===== config.mk =====
export PLATFORM = sky130hd
export DESIGN_NAME = memory_bank_router_flat
export DESIGN_NICKNAME = d
export VERILOG_FILES = /design/src/rtl/memory_bank_router_if.sv /design/src/rtl/memory_bank_router.sv /design/src/flat_wrapper.sv
export SDC_FILE = /design/constraint.sdc
export NUM_CORES = 1
export LEC_CHECK = 0
export CORE_UTILIZATION = 35
export CTS_BUF_LIST = sky130_fd_sc_hd__clkbuf_4
export DETAILED_ROUTE_END_ITERATION = 10
export GPL_ROUTABILITY_DRIVEN = 0
export PLACE_DENSITY_LB_ADDON = 0.08
export SYNTH_ARGS = -nofsm -noshare
export SYNTH_HDL_FRONTEND = slang
export SYNTH_SLANG_ARGS = --single-unit

===== constraint.sdc =====
create_clock -name clk -period 5.1 [get_ports clk]
set_clock_uncertainty 0.1 [all_clocks]
set_input_delay 1.02 -clock clk [delete_from_list [all_inputs] [get_ports clk]]
set_output_delay 1.02 -clock clk [all_outputs]
set_load 0.02 [all_outputs]

===== src/rtl/memory_bank_router_if.sv =====
// Bus bundle for memory_bank_router: input stream, RAM write port, bank-done report and release/busy masks.
// slave = router side, master = source/reader side.
interface memory_bank_router_if #(
  parameter int MEM_NUM          = 6,
  parameter int OUTPUT_MEM_DEPTH = 6,
  parameter int DATA_WIDTH       = 8,
  parameter int ADDR_WIDTH       = $clog2(OUTPUT_MEM_DEPTH),
  parameter int LEN_WIDTH        = $clog2(OUTPUT_MEM_DEPTH + 1),
  parameter int IDX_WIDTH        = $clog2(MEM_NUM)
);
  logic                  data_iv;
  logic                  data_ir;
  logic [DATA_WIDTH-1:0] data_id;
  logic                  data_ilast;
  logic [MEM_NUM-1:0]    mem_ov;
  logic [ADDR_WIDTH-1:0] addr_o;
  logic [DATA_WIDTH-1:0] mem_od;
  logic                  bank_done_ov;
  logic [IDX_WIDTH-1:0]  bank_done_idx;
  logic [LEN_WIDTH-1:0]  bank_done_len;
  logic [MEM_NUM-1:0]    bank_release_i;
  logic [MEM_NUM-1:0]    bank_busy_o;

  modport slave (
    input  data_iv, data_id, data_ilast, bank_release_i,
    output data_ir, mem_ov, addr_o, mem_od,
           bank_done_ov, bank_done_idx, bank_done_len, bank_busy_o
  );

  modport master (
    output data_iv, data_id, data_ilast, bank_release_i,
    input  data_ir, mem_ov, addr_o, mem_od,
           bank_done_ov, bank_done_idx, bank_done_len, bank_busy_o
  );
endinterface


===== src/rtl/memory_bank_router.sv =====
// Round-robin frame router into MEM_NUM RAM banks with per-bank occupancy and backpressure.
// Optional MEM_ROUTER_STATS_EN adds saturating frame and stall counters.
module memory_bank_router #(
  parameter int MEM_NUM          = 6,
  parameter int OUTPUT_MEM_DEPTH = 6,
  parameter int DATA_WIDTH       = 8,
  parameter int ADDR_WIDTH       = $clog2(OUTPUT_MEM_DEPTH),
  parameter int LEN_WIDTH        = $clog2(OUTPUT_MEM_DEPTH + 1)
) (
  input  logic                  clk,
  input  logic                  rst,
  memory_bank_router_if.slave   bus
`ifdef MEM_ROUTER_STATS_EN
  ,
  output logic [15:0]           frame_cnt_o,
  output logic [15:0]           stall_cnt_o
`endif
);

  localparam int IDX_WIDTH = $clog2(MEM_NUM);

  typedef enum logic {FILL, WAIT} state_t;

  state_t                state, state_next;
  logic [IDX_WIDTH-1:0]  cur_bank, cur_bank_next;
  logic [ADDR_WIDTH-1:0] wr_ptr, wr_ptr_next;
  logic [MEM_NUM-1:0]    busy, busy_next, close_set;
  logic                  accept, close;

  logic [MEM_NUM-1:0]    mem_q;
  logic [ADDR_WIDTH-1:0] addr_q;
  logic [DATA_WIDTH-1:0] data_q;
  logic                  done_q;
  logic [IDX_WIDTH-1:0]  idx_q;
  logic [LEN_WIDTH-1:0]  len_q;

  // A frame closes on last or when the bank fills; release and close of one cycle both apply.
  always_comb begin
    accept        = bus.data_iv && (state == FILL);
    close         = accept && (bus.data_ilast || (wr_ptr == ADDR_WIDTH'(OUTPUT_MEM_DEPTH - 1)));
    close_set     = close ? (MEM_NUM'(1) << cur_bank) : '0;
    busy_next     = (busy & ~bus.bank_release_i) | close_set;
    cur_bank_next = cur_bank;
    wr_ptr_next   = wr_ptr;
    if (close) begin
      wr_ptr_next   = '0;
      cur_bank_next = (cur_bank == IDX_WIDTH'(MEM_NUM - 1)) ? '0 : cur_bank + 1'b1;
    end else if (accept) begin
      wr_ptr_next = wr_ptr + 1'b1;
    end
  end

  always_comb begin
    state_next = state;
    case (state)
      FILL:    if (close) state_next = busy_next[cur_bank_next] ? WAIT : FILL;
      WAIT:    if (!busy_next[cur_bank]) state_next = FILL;
      default: state_next = FILL;
    endcase
  end

  always_ff @(posedge clk) begin
    if (rst) begin
      state    <= FILL;
      cur_bank <= '0;
      wr_ptr   <= '0;
      busy     <= '0;
      mem_q    <= '0;
      addr_q   <= '0;
      data_q   <= '0;
      done_q   <= 1'b0;
      idx_q    <= '0;
      len_q    <= '0;
    end else begin
      state    <= state_next;
      cur_bank <= cur_bank_next;
      wr_ptr   <= wr_ptr_next;
      busy     <= busy_next;
      mem_q    <= accept ? (MEM_NUM'(1) << cur_bank) : '0;
      if (accept) begin
        addr_q <= wr_ptr;
        data_q <= bus.data_id;
      end
      done_q <= close;
      if (close) begin
        idx_q <= cur_bank;
        len_q <= LEN_WIDTH'(wr_ptr) + LEN_WIDTH'(1);
      end
    end
  end

  assign bus.data_ir       = (state == FILL);
  assign bus.mem_ov        = mem_q;
  assign bus.addr_o        = addr_q;
  assign bus.mem_od        = data_q;
  assign bus.bank_done_ov  = done_q;
  assign bus.bank_done_idx = idx_q;
  assign bus.bank_done_len = len_q;
  assign bus.bank_busy_o   = busy;

`ifdef MEM_ROUTER_STATS_EN
  always_ff @(posedge clk) begin
    if (rst) begin
      frame_cnt_o <= '0;
      stall_cnt_o <= '0;
    end else begin
      if (done_q && (frame_cnt_o != 16'hFFFF)) frame_cnt_o <= frame_cnt_o + 16'd1;
      if (bus.data_iv && (state != FILL) && (stall_cnt_o != 16'hFFFF))
        stall_cnt_o <= stall_cnt_o + 16'd1;
    end
  end
`endif

endmodule

===== src/flat_wrapper.sv =====
// flat-port wrapper written by rule: the top's interface ports become plain ports
module memory_bank_router_flat 
#(
  parameter int MEM_NUM          = 6,
  parameter int OUTPUT_MEM_DEPTH = 6,
  parameter int DATA_WIDTH       = 8,
  parameter int ADDR_WIDTH       = $clog2(OUTPUT_MEM_DEPTH),
  parameter int LEN_WIDTH        = $clog2(OUTPUT_MEM_DEPTH + 1)
)
  (clk, rst, bus_data_iv, bus_data_id, bus_data_ilast, bus_bank_release_i, bus_data_ir, bus_mem_ov, bus_addr_o, bus_mem_od, bus_bank_done_ov, bus_bank_done_idx, bus_bank_done_len, bus_bank_busy_o);
  memory_bank_router_if #(.MEM_NUM(MEM_NUM), .OUTPUT_MEM_DEPTH(OUTPUT_MEM_DEPTH), .DATA_WIDTH(DATA_WIDTH), .ADDR_WIDTH(ADDR_WIDTH), .LEN_WIDTH(LEN_WIDTH)) bus_i ();
  input  logic clk;
  input  logic rst;
  input wire logic [$bits(bus_i.data_iv)-1:0] bus_data_iv;
  input wire logic [$bits(bus_i.data_id)-1:0] bus_data_id;
  input wire logic [$bits(bus_i.data_ilast)-1:0] bus_data_ilast;
  input wire logic [$bits(bus_i.bank_release_i)-1:0] bus_bank_release_i;
  output wire logic [$bits(bus_i.data_ir)-1:0] bus_data_ir;
  output wire logic [$bits(bus_i.mem_ov)-1:0] bus_mem_ov;
  output wire logic [$bits(bus_i.addr_o)-1:0] bus_addr_o;
  output wire logic [$bits(bus_i.mem_od)-1:0] bus_mem_od;
  output wire logic [$bits(bus_i.bank_done_ov)-1:0] bus_bank_done_ov;
  output wire logic [$bits(bus_i.bank_done_idx)-1:0] bus_bank_done_idx;
  output wire logic [$bits(bus_i.bank_done_len)-1:0] bus_bank_done_len;
  output wire logic [$bits(bus_i.bank_busy_o)-1:0] bus_bank_busy_o;
  assign bus_i.data_iv = bus_data_iv;
  assign bus_i.data_id = bus_data_id;
  assign bus_i.data_ilast = bus_data_ilast;
  assign bus_i.bank_release_i = bus_bank_release_i;
  assign bus_data_ir = bus_i.data_ir;
  assign bus_mem_ov = bus_i.mem_ov;
  assign bus_addr_o = bus_i.addr_o;
  assign bus_mem_od = bus_i.mem_od;
  assign bus_bank_done_ov = bus_i.bank_done_ov;
  assign bus_bank_done_idx = bus_i.bank_done_idx;
  assign bus_bank_done_len = bus_i.bank_done_len;
  assign bus_bank_busy_o = bus_i.bank_busy_o;
  memory_bank_router #(.MEM_NUM(MEM_NUM), .OUTPUT_MEM_DEPTH(OUTPUT_MEM_DEPTH), .DATA_WIDTH(DATA_WIDTH), .ADDR_WIDTH(ADDR_WIDTH), .LEN_WIDTH(LEN_WIDTH)) u_core (.clk(clk), .rst(rst), .bus(bus_i));
endmodule

==> results of run 1 <==
-- kinds of logic after synthesis --
family | after synthesis | share of synthesized area, %
flops | 37 | 48.8
compound gates | 40 | 16.0
fa+ha+maj | 3 | 2.48
simple gates | 72 | 23.7
mux | 3 | 1.98
xor+xnor | 4 | 2.31
buf+inv | 16 | 4.70
-- layout make-up --
type	count	area, µm²
fillers	396	2020
flip-flops and latches	37	741
multi-input cells	122	704
repair buffers	49	488
well taps	50	62.6
clock buffers	5	37.5
inverters	6	22.5
clock inverters	3	12.5
-- state kept, by name, summed over array words and instances (netlist names) --
register	cells
u_core.bus.bank_done_ov	1
u_core.bus.mem_ov	6
u_core.bus.mem_od	8
u_core.state	1
u_core.bus.bank_busy_o	6
u_core.bus.bank_done_len	3
u_core.bus.addr_o	3
u_core.bus.bank_done_idx	3
u_core.cur_bank	3
u_core.wr_ptr	3
-- how the worst min path moves through the flow --
stage	start	to	slack, ps	cells past startpoint
final	u_core.bus.mem_od[7]	u_core.bus.mem_od[7]	360	2
after global routing	u_core.bus.mem_od[7]	u_core.bus.mem_od[7]	370	2
after CTS	u_core.bus.mem_od[1]	u_core.bus.mem_od[1]	360	2
after detailed placement	u_core.bus.bank_done_idx[1]	u_core.bus.bank_done_idx[1]	350	2
after global placement	u_core.bus.mem_od[2]	u_core.bus.mem_od[2]	340	2
after floorplan	u_core.wr_ptr[1]	u_core.bus.addr_o[1]	360	2
-- power by group --
group	switching, W	internal [W]
logic	0.0000407	0.0000401
registers	0.0000101	0.000300
clock network	0.0000968	0.0000498
total	0.000148	0.000390
-- metal layers --
layer	wire (µm)	up-vias	GRT usage, %
met5	0	-	0
met4	68	0	8.07
met3	218	7	5.50
met2	1640	46	27.5
met1	1590	612	20.8
li1	-	688	-
-- synth_stat cells, types with 3 or more instances --
| cell | number | area, µm² |
|---|---|---|
| dfxtp_1 | 37 | 741 |
| mux2i_1 | 3 | 30.0 |
| a21oi_1 | 23 | 115 |
| nand2b_1 | 8 | 50.1 |
| buf_2 | 3 | 15.0 |
| inv_1 | 5 | 18.8 |
| nand2_1 | 35 | 131 |
| xnor2_1 | 3 | 26.3 |
| o21ai_0 | 9 | 45.0 |
| ha_1 | 3 | 37.5 |
| nand3_1 | 4 | 20.0 |
| clkbuf_1 | 5 | 18.8 |
| nor3_1 | 4 | 20.0 |
| nor2_1 | 8 | 30.0 |
-- metrics by stage --
step	cell area (µm²)	setup WS [ps]	hold WS [ps]	utilization, %	cells
after detailed placement	2020	1830	347	49.4	264
after floorplan	1520	2860	362	-	175
after global placement	2020	1930	344	49.4	264
after CTS	2070	2210	363	50.6	272
after global routing	2070	2020	375	50.6	272
final	2070	2210	359	50.6	272
-- worst max-delay path: cells and delay by family --
| kind | cells | cell delay (ps) |
|---|---|---|
| buffers and inverters | 1 | 1110 |
| and+or+nand+nor | 3 | 590 |
| AOI/OAI and AO/OA | 1 | 310 |
==> flow_summary.yaml, run 1 <==
synthesis:
  syn_inst: 175
  synth_area_per_cell_um2: 8.67
  synthArstFlopShare_pct: 0
  syn_nets: 196
  ys_ff_latch: 37
  post_synth_num_cell_types: 33
  synth_area_mm2: 0.00152
  ys.warnings.count: 0
  synth_edf_count: 0
  synthFlopType: "dfxtp_1"
  yosysSeqAreaShare_pct: 48.8
power_and_ir_drop:
  leakagePower_nw: 0.753
  p_total_w: 0.000537
  power.density_mw_per_mm2: 260
  ir_drop_mv: 0.130
worst_setup_path:
  path_cells: "clkdlybuf4s50_1 > nor2_1 > nand2_1 > nor3_1 > a221o_1"
  slowest_delay_ps: 1110
  slowest_stage: "clkdlybuf4s50_1"
  endpoint: "u_core.state"
  cp-startpoint: "rst"
  endpoint_kind: "flip-flop"
  timing.rr.start: "u_core.state"
  cp_max_fo: 28
  rr_worst_depth: 5
  rrSetupSlack_ps: 2990
  arrival_ps: 3040
  crit_required_ps: 5260
  cp-start-kind: "input port"
  worst-setup-path-type: "input port to flip-flop"
  reg2reg_to: "u_core.state"
die:
  coreArea_mm2: 0.00409
  dieHeight_um: 67.8
  start_util_pct: 37.1
  die_w_um: 67.8
  die-area_mm2: 0.00460
  rows: 23
  pin_count: 49
worst_hold_path:
  worstHoldPathType: "flip-flop to flip-flop"
global_routing:
  grt_max_degree: 29
  grt_remaining_overflow: 0
  grt_use_total_pct: 17.2
  antenna_found_initial: 0
  grt_pass1_wl_um: 5730
  grt_pass1_vias: 1244
routing:
  wl_per_cell_um: 12.9
  dr.first_iter.drc_count: 40
  totalWireLength_um: 3520
  ant_nets: 0
  post_drt_via_cell_ratio: 4.97
  drc_errors: 0
  drt_pre_antenna_iters: 4
  num_vias: 1353
cells_and_area:
  final_common_cell: "clkdlybuf4s50_1"
  num_antenna_cells: 0
  final_cell_mix: "clkdlybuf4s50_1, dfxtp_1, nand2_1"
  syn2layout_area_growth_pct: 36.4
  final_nets: 242
  drive_above_1_share_pct: 6.76
timing:
  slew_headroom_pct: 35.0
  worstMarginPinSlew_ps: 972
  fmax_mhz: 347
  finalCritPeriodShare_pct: 56.6
  grt_setup_unrepaired: "no"
  finalSetupTns_ps: 0
  hold_viol: 0
  setup_viol: 0
  min_period_ps: 2890
  final_max_slew_viol_count: 0
clock_tree:
  clock_path_buffers: 2
  cts.sinks: 37
  ctsResizeCount: 0
  post_cts_buffers: 0
  cts.clk_slew.worst_paths_ps: 120
  h-tree-depth: 2
  cts_tree: "built"
  cts_hold_buf: 0
  root_buffer: "clkbuf_4"
  numCtsBuffers: 5
  clkLatencyLatePin_ps: 350
outcome:
  outcome: "completed"
place:
  io_buffers: 48
  hpwl_um: 2570
flow_run:
  cap_violations: 0
No activity file was read; power rests on OpenSTA's default activity.
==> run 2: changes to the inputs <==
==> constraint.sdc (replaced) <==
create_clock -name clk -period 2.9 [get_ports clk]
set_clock_uncertainty 0.1 [all_clocks]
set_input_delay 0.58 -clock clk [delete_from_list [all_inputs] [get_ports clk]]
set_output_delay 0.58 -clock clk [all_outputs]
set_load 0.02 [all_outputs]
==> run 2 against run 1 <==
Combinational power grew 80%. Largest power group unchanged. Critical endpoint is now bus_data_ir. Wire length fell by 1.7%. Setup slack worse by 1400 ps. Non-clock buffer count is 3 higher. Critical path type is now flip-flop to primary output. Global-route usage is 0.075 points lower.
==> flow_summary.yaml, run 2 (synthesis results as in run 1) <==
routing:
  ant_nets: 0
  drt_pre_antenna_iters: 4
  drc_errors: 0
  post_drt_via_cell_ratio: 4.93
  totalWireLength_um: 3460
  dr.first_iter.drc_count: 64
  wl_per_cell_um: 12.6
  num_vias: 1357
timing:
  final_max_slew_viol_count: 0
  hold_viol: 0
  worstMarginPinSlew_ps: 602
  timing.hold.ws_ps: 360
  grt_setup_unrepaired: "no"
  finalSetupTns_ps: 0
  fmax_mhz: 473
  slew_headroom_pct: 59.8
  min_period_ps: 2110
  setup_viol: 0
  finalCritPeriodShare_pct: 72.9
cells_and_area:
  final_cell_mix: "clkdlybuf4s50_1, dfxtp_1, nand2_1"
  drive_above_1_share_pct: 8.89
  syn2layout_area_growth_pct: 41.3
  largest_register_ff_count: 8
  final_nets: 245
  num_antenna_cells: 0
  final_common_cell: "clkdlybuf4s50_1"
  fin_area_mm2: 0.00214
place:
  dpl-instance-area_mm2: 0.00204
  io_buffers: 48
  hpwl_um: 2550
clock_tree:
  numCtsBuffers: 5
  ctsResizeCount: 0
  cts.clk_slew.worst_paths_ps: 120
  root_buffer: "clkbuf_4"
  clkLatencyLatePin_ps: 350
  cts_hold_buf: 0
  post_cts_buffers: 0
  cts_tree: "built"
  h-tree-depth: 2
  cts.sinks: 37
  clock_path_buffers: 2
worst_setup_path:
  arrival_ps: 1430
  endpoint_kind: "primary output"
  crit_required_ps: 2220
  cp_max_fo: 3
  cp-start-kind: "flip-flop"
  worst-setup-path-type: "flip-flop to primary output"
die:
  coreArea_mm2: 0.00409
  rows: 23
  die_w_um: 67.8
  dieHeight_um: 67.8
  die-area_mm2: 0.00460
  start_util_pct: 37.1
  pin_count: 49
global_routing:
  antenna_found_initial: 0
  grt_remaining_overflow: 0
  grt_pass1_vias: 1202
  grt_use_total_pct: 17.1
  grt_pass1_wl_um: 5740
  grt_max_degree: 17
outcome:
  outcome: "completed"
worst_hold_path:
  worstHoldPathType: "flip-flop to flip-flop"
power_and_ir_drop:
  ir_drop_mv: 0.293
  power.density_mw_per_mm2: 528
  p_total_w: 0.00113
  leakagePower_nw: 0.792
flow_run:
  cap_violations: 0
## run 2: cell type report
class	instances	area [µm²]
fillers	386	1940
flip-flops and latches	37	741
multi-input cells	122	704
repair buffers	52	510
clock inverters	3	65.1
well taps	50	62.6
clock buffers	5	37.5
inverters	6	22.5
## run 2: through the flow
| stage | worst slack, ps | utilization (%) | instances |
|---|---|---|---|
| CTS | 776 | 52.4 | 275 |
| global route | 693 | 52.4 | 275 |
| global placement | 554 | 49.9 | 267 |
| finish | 786 | 52.4 | 275 |
| floorplan | 1100 | - | 175 |
| detailed placement | 504 | 49.9 | 267 |
## run 2: worst paths after layout
path,endpoint,slack (ps),cells past startpoint,from
max,bus_data_ir,790,2,u_core.state
min,u_core.bus.mem_od[3],360,2,u_core.bus.mem_od[3]
max reg2reg,u_core.state,870,5,u_core.cur_bank[0]
min reg2reg,u_core.bus.mem_od[3],360,2,u_core.bus.mem_od[3]
## run 2: where the power goes
part	total [W]	leakage, nW	internal [W]	switching [W]
logic	0.000145	0.436	0.0000732	0.0000718
clock network	0.000442	0.0552	0.000267	0.000175
registers	0.000544	0.301	0.000527	0.0000174
## run 2: critical path, cell delays in order, from the launching register on
cell	delay (ps)
dfxtp_1	350
inv_1	120
clkdlybuf4s50_1	620
## run 2: layer usage
| layer | track usage (%) | wire length (µm) |
|---|---|---|
| met1 | 23.3 | 1660 |
| met2 | 24.8 | 1520 |
| met3 | 5.67 | 222 |
| met4 | 6.51 | 56 |
| met5 | 0 | 0 |
